### config.mk
export PLATFORM = sky130hd
export DESIGN_NAME = mult_seq_controller
export DESIGN_NICKNAME = d
export VERILOG_FILES = /design/src/rtl/mult_seq_controller_pkg.sv /design/src/rtl/mult_seq_controller_iter_counter.sv /design/src/rtl/mult_seq_controller.sv
export SDC_FILE = /design/constraint.sdc
export NUM_CORES = 1
export LEC_CHECK = 0
export CORE_MARGIN = 4
export CORE_UTILIZATION = 50
export CTS_CLUSTER_DIAMETER = 100
export DETAILED_ROUTE_END_ITERATION = 12
export PLACE_DENSITY = 0.8
export SYNTH_ARGS = -nofsm -noshare
export SYNTH_HDL_FRONTEND = slang
export SYNTH_HIERARCHICAL = 1
export SYNTH_SLANG_ARGS = --single-unit
### constraint.sdc
create_clock -name CLK -period 3.5 [get_ports CLK]
set_input_delay 0.35 -clock CLK [delete_from_list [all_inputs] [get_ports CLK]]
set_output_delay 0.35 -clock CLK [all_outputs]
set_load 0.01 [all_outputs]
### src/rtl/mult_seq_controller_pkg.sv
// Shared definitions for the shift-and-add multiplier sequencer: function codes,
// state encoding and the Moore output decode.
package mult_seq_controller_pkg;

    typedef enum logic [2:0] {
        FS_NOP  = 3'b000,
        FS_LOAD = 3'b001,
        FS_CLR  = 3'b010,
        FS_ADD  = 3'b011,
        FS_SUB  = 3'b100,
        FS_SHR  = 3'b101
    } fs_e;

    typedef enum logic [2:0] {
        S_IDLE  = 3'd0,
        S_LOAD  = 3'd1,
        S_CLR   = 3'd2,
        S_TEST  = 3'd3,
        S_ADDS  = 3'd4,
        S_SUBS  = 3'd5,
        S_SHIFT = 3'd6,
        S_DONE  = 3'd7
    } state_e;

    typedef struct packed {
        logic wen;
        logic sel;
        fs_e  fs;
        logic busy;
        logic done;
    } ctl_out_t;

    // Datapath controls implied by a state; IDLE decodes to all zeros.
    function automatic ctl_out_t decode(input state_e s);
        ctl_out_t o;
        o      = '0;
        o.fs   = FS_NOP;
        o.busy = (s != S_IDLE);
        case (s)
            S_LOAD:  begin o.wen = 1'b1; o.sel = 1'b1; o.fs = FS_LOAD; end
            S_CLR:   begin o.wen = 1'b1; o.fs = FS_CLR; end
            S_ADDS:  begin o.wen = 1'b1; o.fs = FS_ADD; end
            S_SUBS:  begin o.wen = 1'b1; o.fs = FS_SUB; end
            S_SHIFT: begin o.wen = 1'b1; o.fs = FS_SHR; end
            S_DONE:  o.done = 1'b1;
            default: ;
        endcase
        return o;
    endfunction

endpackage

### src/rtl/mult_seq_controller_iter_counter.sv
// Shift counter for the multiplier sequencer; saturates at WIDTH-1 and flags the last iteration.
module mult_seq_controller_iter_counter #(
    parameter  int unsigned WIDTH = 8,
    localparam int unsigned CNT_W = $clog2(WIDTH)
) (
    input  logic             clk,
    input  logic             rst_n,
    input  logic             clr,
    input  logic             inc,
    output logic [CNT_W-1:0] count,
    output logic             last_c
);

    assign last_c = (count == CNT_W'(WIDTH - 1));

    // Holding at the last value keeps count==WIDTH-1 visible through DONE.
    always_ff @(posedge clk or negedge rst_n) begin
        if (!rst_n) begin
            count <= '0;
        end else if (clr) begin
            count <= '0;
        end else if (inc && !last_c) begin
            count <= count + CNT_W'(1);
        end
    end

endmodule

### src/rtl/mult_seq_controller.sv
// Moore sequencer for a WIDTH-bit shift-and-add multiplier with start/busy/done
// handshake, signed (MSB-subtract) mode and synchronous abort.
module mult_seq_controller
    import mult_seq_controller_pkg::*;
#(
    parameter  int unsigned WIDTH = 8,
    localparam int unsigned CNT_W = $clog2(WIDTH)
) (
    input  logic             CLK,
    input  logic             resetn,
    input  logic             start,
    input  logic             signed_mode,
    input  logic             abort,
    input  logic             X0,
    output logic             WEN,
    output logic             SEL,
    output logic [2:0]       FS,
    output logic             busy,
    output logic             done,
    output logic [CNT_W-1:0] count
);

    state_e   state_q, state_d;
    ctl_out_t out_q;
    logic     signed_q;
    logic     cnt_clr, cnt_inc, last_c;
    logic     accept_c;

    assign accept_c = (state_q == S_IDLE) && start && !abort;

    mult_seq_controller_iter_counter #(.WIDTH(WIDTH)) u_iter_counter (
        .clk    (CLK),
        .rst_n  (resetn),
        .clr    (cnt_clr),
        .inc    (cnt_inc),
        .count  (count),
        .last_c (last_c)
    );

    // Next-state logic; abort outranks every other transition.
    always_comb begin
        state_d = state_q;
        cnt_clr = 1'b0;
        cnt_inc = 1'b0;
        if (state_q != S_IDLE && abort) begin
            state_d = S_IDLE;
            cnt_clr = 1'b1;
        end else begin
            case (state_q)
                S_IDLE: begin
                    if (accept_c) begin
                        state_d = S_LOAD;
                        cnt_clr = 1'b1;
                    end
                end
                S_LOAD:  state_d = S_CLR;
                S_CLR:   state_d = S_TEST;
                S_TEST: begin
                    if (X0) state_d = (last_c && signed_q) ? S_SUBS : S_ADDS;
                    else    state_d = S_SHIFT;
                end
                S_ADDS:  state_d = S_SHIFT;
                S_SUBS:  state_d = S_SHIFT;
                S_SHIFT: begin
                    cnt_inc = 1'b1;
                    state_d = last_c ? S_DONE : S_TEST;
                end
                S_DONE:  state_d = S_IDLE;
                default: state_d = S_IDLE;
            endcase
        end
    end

    // Outputs are flopped from the decode of the next state, so they track the state register exactly.
    always_ff @(posedge CLK or negedge resetn) begin
        if (!resetn) begin
            state_q  <= S_IDLE;
            out_q    <= '0;
            signed_q <= 1'b0;
        end else begin
            state_q <= state_d;
            out_q   <= decode(state_d);
            if (accept_c) begin
                signed_q <= signed_mode;
            end
        end
    end

    assign WEN  = out_q.wen;
    assign SEL  = out_q.sel;
    assign FS   = out_q.fs;
    assign busy = out_q.busy;
    assign done = out_q.done;

endmodule
==> results_dict.tcl <==
set metrics [dict create \
    cts.clk_slew.worst_paths_ns 0.08 \
    end_kind "register" \
    layout_min_cycle_time_ns 2.33 \
    syn_to_final_growth_pct 26.2 \
    holdWs_ns 0.453 \
    dr.pass1.iters 4 \
    ctsResizeCount 0 \
    dpl_cell_area_um2 857 \
    track_usage 0.151 \
    port_buffers 15 \
    drc_errors 0 \
    dp_slack_ns 1.17 \
    p_leak_nw 0.388 \
    path_delay_family "simple AND/OR/NAND/NOR gates" \
    vias_per_cell 5.72 \
    crit_arrival_ns 2.50 \
    finalSetupTns_ns 0 \
    cp_max_fo 6 \
    start_util 0.536 \
    wl_mm 1.32 \
    synth-simple-area-share 0.273 \
    most-common-layout-cells "clkdlybuf4s50_1, dfrtp_1, nand2b_1" \
    synth_seq_cells 14 \
    clock_tree.root_cell "clkbuf_4" \
    grt_setup_unrepaired "false" \
    diodes 0 \
    cts_buffer_depth 2 \
    clock_skew_ns 0.00858 \
    crit_required_ns 3.67 \
    antenna_left 0 \
    cts_tree "built" \
    die_x_um 45.3 \
    synth_top_area_frac 0.503 \
    grt_pass1_wl_mm 2.15 \
    reg2reg_depth 8 \
    syn_nets 69 \
    layout_commonest_cell "clkdlybuf4s50_1" \
    hpwl_um 976 \
    synth_compound_area_frac 0.133 \
    post-route-util 0.676 \
    crit_type "register to register" \
    core_area_um2 1300 \
    layout.cells.non_filler 92 \
    dp.cells 89 \
    nNetsFinal 87 \
    die_area_um2 2060 \
    drt_iter0_markers 18 \
    setup_violations 0 \
    design_area_um2 880 \
    grt_max_degree 15 \
    synthAdderAreaFrac 0.0359 \
    p_per_area_nw_per_um2 384 \
    grt_pass1_vias 482 \
    synth.area.top_cells "dfrtp_1, nand2b_1, ha_1, o21ai_0, nand4bb_1" \
    dr_total_vias 526 \
    syn_inst 61 \
    post_synth_num_cell_types 29 \
    syn_area_um2 697 \
    fmax_mhz 430 \
    period_share 0.665 \
    placementRows 13 \
    cts_setup_buffers 0 \
    cts_buffers 3 \
    io_pins 16 \
    die_y_um 45.3 \
    holdCritPathClass "input pin to async pin" \
    critPathBufInv 0 \
    yosys.area.top_type "dfrtp_1" \
    layout-drive-gt1-share 0.130 \
    cp.depth 8 \
    rrSetupSlack_ns 1.17 \
    total_power_mw 0.337 \
    synth.yosys.warnings 6 \
    setup_ws_ns 1.17 \
    overflow 0 \
    slowest_stage "dfrtp_1" \
    hold_viol_final 0 \
    worstSkewPairLatency_ns 0.28 \
    slew_viol_final 0 \
    max-cap-violations 0 \
    relSlewSlack 0.588 \
    antenna_found_initial 0 \
    crit_path_frequent_cell "ha_1" \
    status "finished, final reports clean" \
    h-tree-depth 1 \
    cts_hold_buf 0 \
    cts.sinks 14 \
    synth_area_per_cell_um2 11.4 \
    critPathLaunchType "register" \
    ir_worst_vdd_v 0.000281 \
    synth_xor_xnor_area_share 0 \
    synth_top_family_by_area "simple AND/OR/NAND/NOR gates" \
    ys_seq_area_frac 0.503 \
    place.gp.congestion 0.780 \
    worst_pin_slew_ns 0.616 \
    post_drt_wl_per_cell_um 14.4 \
    muxShareOfSynthArea 0.0377 \
    critPathMaxStageDelay_ns 0.39 \
    crit_chain "ha_1, ha_1, nand4b_1, nor3_1, or2_2, and3_1, nor2b_4, mux2_4" \
]
cell usage after synthesis:
cell / count
o21ai_0: 5
mux2_1: 1
a21o_1: 1
o21bai_1: 1
or3_4: 1
or2_2: 1
o21ai_1: 2
ha_1: 2
nor2_1: 1
inv_1: 1
and3b_1: 1
clkbuf_1: 1
a211oi_1: 2
nor3_2: 1
a21oi_1: 4
nor2b_4: 1
mux2_4: 1
nor3b_2: 1
nor3_1: 1
and3b_4: 1
nor2b_1: 3
and3_1: 2
nand4bb_1: 2
nand4b_1: 1
or2_1: 1
nand2b_1: 6
dfrtp_1: 14
o211ai_1: 1
buf_2: 1
path summary, 6_finish.rpt:
path | start | endpoint
max | u_iter_counter/count[0] | u_iter_counter/count[0]
min | resetn | FS[0]
max reg2reg | u_iter_counter/count[0] | u_iter_counter/count[0]
min reg2reg | signed_q | signed_q
max in group asynchronous | resetn | state_q[1]
min in group CLK | signed_q | signed_q
flip-flops by register name (all words and copies together), names as in the netlist:
signal and count:
state_q 3, busy 1, done 1, u_iter_counter/count 3
signed_q 1, WEN 1, SEL 1, FS 3
layout make-up:
type / count / area, um2
Clock buffer: 3 / 22.5
Fill cell: 104 / 422
Inverter: 1 / 3.75
Multi-Input combinational cell: 44 / 334
Sequential cell: 14 / 350
Tap cell: 15 / 18.8
Timing Repair Buffer: 15 / 150
kinds of logic after synthesis:
group,after synthesis
AO/OA/AOI/OAI,16
multiplexers,2
flip-flops,14
buffers and inverters,3
AND/OR/NAND/NOR,24
adder cells (fa/ha/maj),2
routing by layer:
metal	vias to the layer above	wire [um]	global-route usage
met5	-	0	0
met4	0	20	0.0877
met3	4	87	0.0478
met2	15	573	0.203
met1	254	639	0.209
li1	253	-	-
power by group:
part,switching (mW),internal (mW)
Clock,0.0475,0.0399
Sequential,0.00782,0.175
Combinational,0.0308,0.0369
Note: power is estimated with default switching activity, not from simulation.
